$ cat config.mk
export PLATFORM = sky130hd
export DESIGN_NAME = vehicle_counter
export DESIGN_NICKNAME = d
export VERILOG_FILES = /design/src/rtl/vehicle_counter_pkg.sv /design/src/rtl/vehicle_counter_edge_detect.sv /design/src/rtl/vehicle_counter.sv
export SDC_FILE = /design/constraint.sdc
export NUM_CORES = 1
export LEC_CHECK = 0
export ABC_AREA = 1
export CAP_MARGIN = 20
export CORE_ASPECT_RATIO = 0.8
export CORE_MARGIN = 1
export CORE_UTILIZATION = 48
export DETAILED_ROUTE_END_ITERATION = 7
export GPL_TIMING_DRIVEN = 0
export HOLD_SLACK_MARGIN = 0.06
export PLACE_DENSITY_LB_ADDON = 0.25
export SYNTH_ARGS = -nofsm -noshare
export SYNTH_HDL_FRONTEND = slang
export SYNTH_HIERARCHICAL = 1
export SYNTH_SLANG_ARGS = --single-unit
$ cat constraint.sdc
create_clock -name clk -period 3.4 [get_ports clk]
set_input_delay 0.34 -clock clk [delete_from_list [all_inputs] [get_ports clk]]
set_output_delay 0.34 -clock clk [all_outputs]
set_load 0.005 [all_outputs]
$ cat src/rtl/vehicle_counter_pkg.sv
// Shared widths, gate-event encoding and saturating helper for the vehicle_counter block.
// Optional statistics outputs are enabled by defining VEHICLE_COUNTER_STATS_EN.
package vehicle_counter_pkg;

    localparam int COUNT_W = 6;
    localparam int STAT_W  = 16;

    typedef enum logic [1:0] {
        EV_NONE  = 2'b00,
        EV_ENTRY = 2'b01,
        EV_EXIT  = 2'b10,
        EV_BOTH  = 2'b11
    } gate_event_t;

    function automatic gate_event_t classify_event(input logic entry_pulse, input logic exit_pulse);
        gate_event_t ev;
        unique case ({exit_pulse, entry_pulse})
            2'b01:   ev = EV_ENTRY;
            2'b10:   ev = EV_EXIT;
            2'b11:   ev = EV_BOTH;
            default: ev = EV_NONE;
        endcase
        return ev;
    endfunction

    function automatic logic [STAT_W-1:0] sat_inc(input logic [STAT_W-1:0] value);
        return (value == {STAT_W{1'b1}}) ? value : value + STAT_W'(1);
    endfunction

endpackage

$ cat src/rtl/vehicle_counter_edge_detect.sv
// Rising-edge detector for a gate sensor level; the pulse is combinational so the
// event takes effect at the same clock edge that first samples the level high.
module vc_edge_detect (
    input  logic clk,
    input  logic reset,
    input  logic level,
    output logic pulse
);

    logic level_q;

    always_ff @(posedge clk or negedge reset) begin
        if (!reset) begin
            level_q <= 1'b0;
        end else begin
            level_q <= level;
        end
    end

    assign pulse = level & ~level_q;

endmodule

$ cat src/rtl/vehicle_counter.sv
// Parking occupancy counter with runtime-adjustable capacity, clamped by MAX_CAPACITY.
// Define VEHICLE_COUNTER_STATS_EN to add saturating entry/exit/rejected totals.
module vehicle_counter
    import vehicle_counter_pkg::*;
#(
    parameter int MAX_CAPACITY = 63
) (
    input  logic               clk,
    input  logic               reset,
    input  logic               entry_passed,
    input  logic               exit_passed,
    input  logic [COUNT_W-1:0] max_capacity,
    output logic [COUNT_W-1:0] vehicle_count,
    output logic [COUNT_W-1:0] available_spaces,
    output logic               parking_full
`ifdef VEHICLE_COUNTER_STATS_EN
    ,
    output logic [STAT_W-1:0]  entry_total,
    output logic [STAT_W-1:0]  exit_total,
    output logic [STAT_W-1:0]  rejected_total
`endif
);

    localparam logic [COUNT_W-1:0] CAP_LIMIT = COUNT_W'(MAX_CAPACITY);

    logic               entry_pulse;
    logic               exit_pulse;
    logic [COUNT_W-1:0] cap;
    gate_event_t        ev;
    logic               entry_ok;
    logic               exit_ok;
    logic [COUNT_W-1:0] count_nxt;

    vc_edge_detect u_entry_edge (
        .clk   (clk),
        .reset (reset),
        .level (entry_passed),
        .pulse (entry_pulse)
    );

    vc_edge_detect u_exit_edge (
        .clk   (clk),
        .reset (reset),
        .level (exit_passed),
        .pulse (exit_pulse)
    );

    assign cap = (max_capacity < CAP_LIMIT) ? max_capacity : CAP_LIMIT;

    // Simultaneous entry and exit cancel out, so only single-gate events move the count.
    always_comb begin
        ev       = classify_event(entry_pulse, exit_pulse);
        entry_ok = 1'b0;
        exit_ok  = 1'b0;
        unique case (ev)
            EV_ENTRY: entry_ok = (vehicle_count < cap);
            EV_EXIT:  exit_ok  = (vehicle_count != '0);
            default:  ;
        endcase
    end

    always_comb begin
        count_nxt = vehicle_count;
        if (entry_ok) begin
            count_nxt = vehicle_count + COUNT_W'(1);
        end else if (exit_ok) begin
            count_nxt = vehicle_count - COUNT_W'(1);
        end
    end

    always_ff @(posedge clk or negedge reset) begin
        if (!reset) begin
            vehicle_count <= '0;
        end else begin
            vehicle_count <= count_nxt;
        end
    end

    // A capacity lowered below the current count reads as full with no free space.
    assign available_spaces = (vehicle_count < cap) ? (cap - vehicle_count) : '0;
    assign parking_full     = (vehicle_count >= cap);

`ifdef VEHICLE_COUNTER_STATS_EN
    logic entry_rej;

    assign entry_rej = (ev == EV_ENTRY) && !entry_ok;

    always_ff @(posedge clk or negedge reset) begin
        if (!reset) begin
            entry_total    <= '0;
            exit_total     <= '0;
            rejected_total <= '0;
        end else begin
            if (entry_ok) begin
                entry_total <= sat_inc(entry_total);
            end
            if (exit_ok) begin
                exit_total <= sat_inc(exit_total);
            end
            if (entry_rej) begin
                rejected_total <= sat_inc(rejected_total);
            end
        end
    end
`endif

endmodule

==> run metrics <==
setup total negative slack 0 ns; clock buffer depth 2; Slew headroom between 70 and 80%; number of flops mapped to enable cells by yosys 0; mapped cell area a little under 900 um^2; Placement Cell Area 0.00110 mm^2; Mean Syn Cell Area 7.50 um^2; largest net degree at the start of global routing 10; Reg clk slew, reported paths approximately 0.050 ns; sequential power share 17.4%; yosys warns 6; first-iteration detailed-routing DRC count 29; total net switching power 0.503 mW; WL per Instance around 11 um; Worst Clk Skew 0.000449 ns; H-tree depth 1; crit path buf inv count 4; crit path max fanout 6; Core ar. roughly 0.0017 mm^2; antenna cells 0; initial antenna violation count 0; post-route DRC violation count 0; vias 804; CTS Hold Bufs 0; Crit-path slowest cell clkdlybuf4s50_1; Final Util 67.3%; Post-DRT Antenna Nets 0; Final Hold Fails 0; Distinct cells, synth 25; Setup Buffers After CTS 0; GR Overflow Total 0; total track usage 18.9%; Synth area leaders dfrtp_1 (23%), ha_1 (14%), nand2_1 (9.0%), inv_1 (7.7%), nor2_1 (5.6%); io pins 23; Critical Path, Cell by Cell clkdlybuf4s50_1 > inv_1 > ha_1 > fa_1 > inv_1 > nand2_2 > nand3_4 > nand2_1 > nor3_1 > clkdlybuf4s50_1; Hold Crit Class input pin to async pin; critical path data required time 3.06 ns; sw frac 46.1%; final setup vio count 0; LEAKAGE 0.557 nW; maximum clock rate 338 MHz; Site Rows 13; worst skew pair latency around 0.25 ns; Setup crit end kind output port; RSZ-0062 raised after global routing false; worst vdd ir 0.588 mV; port bufs 20; detailed placer's ending HPWL 1430 um; minimum clock period after layout 2.96 ns; number of global-route vias before repair roughly 620; P_int 0.589 mW; post-route cell area around 0.0011 mm^2; max_cap viols 0; synthesized netlist cell count 117; post-synthesis sequential area ratio 22.8%; CTS sink count 8; clock buffer count from CTS 3; Pwr Density just under 1000 mW/mm^2; Die Span Y 40.2 um; post-CTS resize count 0; TritonRoute pass-1 iters 4; actual slew at the worst max-slew pin around 0.36 ns; Synth async-reset ratio 100%; Largest stage delay, worst path 0.52 ns; final wirelength between 1500 and 2000 um; Final Max Tran Viols 0; top cell type's share of synthesized area a little under a quarter; final RePlAce weighted congestion 0.846; Synth Register Bits 8; initial core utilization 52.4%; status finished, final reports clean; CTS tree yes; die boundary width 49.8 um; Tcrit/Tclk final 86.9%; worst path arrival time 2.62 ns; Comb power frac between 70% and 80%; Synth Flop Type dfrtp_1; crit path kind input pin to output port; vias per cell slightly below 5; syn_nets about 140; area leader, netlist dfrtp_1; full die area 0.00200 mm^2; crit-path leading delay family buffers and inverters; first-pass GRT wire length 2660 um; layout cells sized above 1 10.7%; Clk pwr share 6.5%; clock root buffer clkbuf_4; Area Growth Syn to Fin 28.5%; Final nets 164; critical path launch point type input pin
## flip-flops by register name, summed over array words and instances, names as in the netlist
name	count
u_exit_edge/level_q	1
u_entry_edge/level_q	1
vehicle_count	6
## cells in the mapped netlist (all sizes together) (2+ instances only)
cell	count
clkbuf	2
nor2	16
a21oi	4
fa	2
ha	10
dfrtp	8
xor2	6
nor3	3
inv	18
nand4	2
nand2	26
nand3	11
o21ai	4
## final cells by class
type	count	area, um^2
clock buffer	3	22.5
tap	22	27.5
multi-input combinational	89	602
inverter	18	67.6
fill	140	548
timing repair buffer	20	200
sequential	8	200
buffer	2	7.51
## per-stage QoR
| step | hold slack (ns) | setup WS [ns] | std cells | power, mW |
|---|---|---|---|---|
| final | 0.366 | 0.444 | 162 | 1.09 |
| after CTS | 0.370 | 0.463 | 162 | 1.10 |
| after detailed placement | 0.558 | 0.384 | 159 | 1.02 |
| after floorplan | 0.0444 | 0.893 | 117 | 0.716 |
| after global routing | 0.389 | 0.305 | 162 | 1.21 |
| after global placement | 0.561 | 0.423 | 159 | 1.01 |
## power by group through the flow
stage | Sequential [mW] | Combinational (mW) | Clock [mW]
after floorplan | 0.185 | 0.531 | 0
after global placement | 0.191 | 0.815 | 0
after detailed placement | 0.191 | 0.829 | 0
after CTS | 0.190 | 0.834 | 0.0751
after global routing | 0.200 | 0.931 | 0.0799
final | 0.190 | 0.832 | 0.0715
## logic make-up after synthesis
group	share of synthesized area [%]
flip-flops	22.8
adder cells (fa/ha/maj)	18.8
buffers and inverters	8.56
XOR/XNOR	6.85
AO/OA/AOI/OAI	7.85
AND/OR/NAND/NOR	35.1
## worst paths after layout
check / slack [ns] / start / to / cells after the start
setup / recovery: 0.44 / max_capacity[0] / available_spaces[3] / 10
hold / removal: 0.37 / reset / vehicle_count[2] / 1
setup reg to reg: 0.63 / vehicle_count[0] / vehicle_count[5] / 16
hold reg to reg: 0.58 / vehicle_count[5] / vehicle_count[5] / 2
max in group asynchronous: 2.77 / reset / u_exit_edge/level_q / 1
min in group clk: 0.55 / exit_passed / u_exit_edge/level_q / 1
## metal layers
layer	global-route usage [%]	wire, um
met3	7.95	87
met5	0	0
met1	26.8	911
met4	0	0
met2	28.0	718
## cell usage in the layout (no fill, tap or decap)
master	n
nand2_1	21
clkdlybuf4s50_1	20
inv_1	18
nor2_1	13
ha_1	10
nand3_1	8
dfrtp_1	8
xor2_1	5
nand2_2	4
a21oi_1	4
o21ai_1	4
nor3_1	3
clkbuf_4	3
nand3_4	2
clkbuf_1	2
nand4_1	2
fa_1	2
nor2_2	2
nor2_4	1
nand3_2	1
a31oi_1	1
a21o_1	1
o21a_1	1
nand3b_1	1
nand2_4	1
xor2_2	1
o21bai_1	1
Note: power is estimated with default switching activity, not from simulation.
==> edit (same settings) <==
`COUNT_W`: 6 -> 7.
--- a/src/rtl/vehicle_counter_pkg.sv
+++ b/src/rtl/vehicle_counter_pkg.sv
@@ -4,3 +4,3 @@
 
-    localparam int COUNT_W = 6;
+    localparam int COUNT_W = 7;
     localparam int STAT_W  = 16;
Ports: changed (resized available_spaces, max_capacity and vehicle_count); port bits go from 23 to 26. No check against the original RTL was run, so the function may have changed too.
==> edit against the original RTL <==
Design area rose by 36%. Setup slack got worse by 0.36 ns. Routed wire length increased by 76%. Area after synthesis up 22%. Sequential cell count up 1. First-iteration DRC count increased by 14%. Total power is 43% higher. Critical path depth is 4 higher. Largest cell class unchanged.
==> edit: results (changes against the original RTL) <==
[logic_synthesis]
synthArstFlopShare_pct=100.0  ; unchanged
synth_common_cells=36 x nand2_1, 22 x inv_1, 16 x nor2_1, 13 x ha_1
syn-num-nets=178  ; +28%
netlist_instances=152  ; +30%
ys_types=23  ; -8.0%
synth.area.top_cells=dfrtp_1 21%, ha_1 15%, nand2_1 13%

[finish]
buf_share_pct=18.52  ; +0.092 points
num-clock-buffers=4  ; +1
regArea_um2=225.2  ; +13%
area_share_clock_buf_inv_pct=1.713  ; -0.28 points
multi_input_area_um2=885.9  ; +47%
final_layout_size_suffix_gt1_share_pct=20.54  ; +9.8 points
top_regs=vehicle_count x7, u_entry_edge/level_q x1, u_exit_edge/level_q x1
nFillCells=139  ; -0.71%
fin_nets=212  ; +29%
inverters_excl_clock=22  ; +4
multi_input_cells=121  ; +36%
n_all_buffers=29  ; +32%

[place]
post-place-ws_ns=-0.2634  ; -0.6472 ns
placed_area_um2=1350  ; +22%
gp_congestion=0.9191  ; +8.7%
numPortBuffers=25  ; +25%

[cts]
clkTransAtPathRegs_ns=0.07  ; +0.02 ns
cts_sinks=9  ; +1
clock_latency_ns=0.27  ; +0.02 ns

[critical_path]
cp.arrival_ns=2.98  ; +0.36 ns

[grt]
use_met2_pct=43.13  ; +15 points
grt_pass1_vias=1023  ; +66%
grt_pass1_wl_um=4381  ; +65%
grt_max_degree=11  ; +1
antenna_found_initial=0  ; unchanged
grt_usage_pct=25.86  ; +7.0 points
met1_usage_pct=32.14  ; +5.4 points
met3_usage_pct=7.904  ; -0.051 points

[route]
wl_met3_um=200  ; +130%
wl_met2_um=1505  ; +110%
routed.top_layer=met4
vias_per_cell=5.469  ; +10%
wl_per_cell_um=14.47  ; +37%

[power_and_ir_drop]
intPower_uw=848.1  ; +44%
vdd_ir_drop_max_mv=0.7131  ; +21%

[status]
run_status=complete, no violations

[edit: cell types whose count changed after synthesis, sizes merged, moves of 3 or more]
cell	unedited run	this run
nand4	2	5
nand2	26	38
xnor2	0	4
nor2	16	19
ha	10	13
inv	18	22
or2	0	7
[edit: logic make-up (layout without fill, tap and decap cells)]
kind of cell,after synthesis,after routing,synth area share [%]
xor gates and xnor gates,8,8,6.549
adders and majority gates,15,15,18.95
and+or+nand+nor,81,82,34.97
other,1,1,0.3505
DFF,9,9,21.05
AOI/OAI and AO/OA,15,15,9.357
buffers and inverters,23,55,8.772
[edit: final timing paths]
path / from / to / slack (ns) / cells past startpoint
max in group asynchronous: reset / u_exit_edge/level_q$_DFF_PN0_ / 2.70 / 1
worst min register to register: vehicle_count[6]$_DFFE_PN0P_ / vehicle_count[6]$_DFFE_PN0P_ / 0.50 / 2
worst max register to register: vehicle_count[1]$_DFFE_PN0P_ / vehicle_count[5]$_DFFE_PN0P_ / 0.66 / 14
min in group clk: vehicle_count[6]$_DFFE_PN0P_ / vehicle_count[6]$_DFFE_PN0P_ / 0.50 / 2
worst max-delay path: max_capacity[4] / available_spaces[2] / 0.08 / 14
worst min-delay path: reset / vehicle_count[3]$_DFFE_PN0P_ / 0.38 / 1
[edit: repair_timing]
| item | in CTS | in global routing |
|---|---|---|
| pin swaps | 0 | 2 |
| gates cloned | 0 | 1 |
| setup endpoints to repair | 5 | 11 |
| resized for setup | 2 | 16 |
| buffers inserted | 0 | 3 |
| hold endpoints to repair | 0 | 0 |
[edit: power groups by stage]
stage	clock, uW	combinational [uW]	sequential (uW)
after global routing	94.1	1390	228
final	87.3	1260	220
after detailed placement	0	1070	208
after global placement	0	1030	206
after floorplan	0	675	202
after CTS	87.3	1080	207
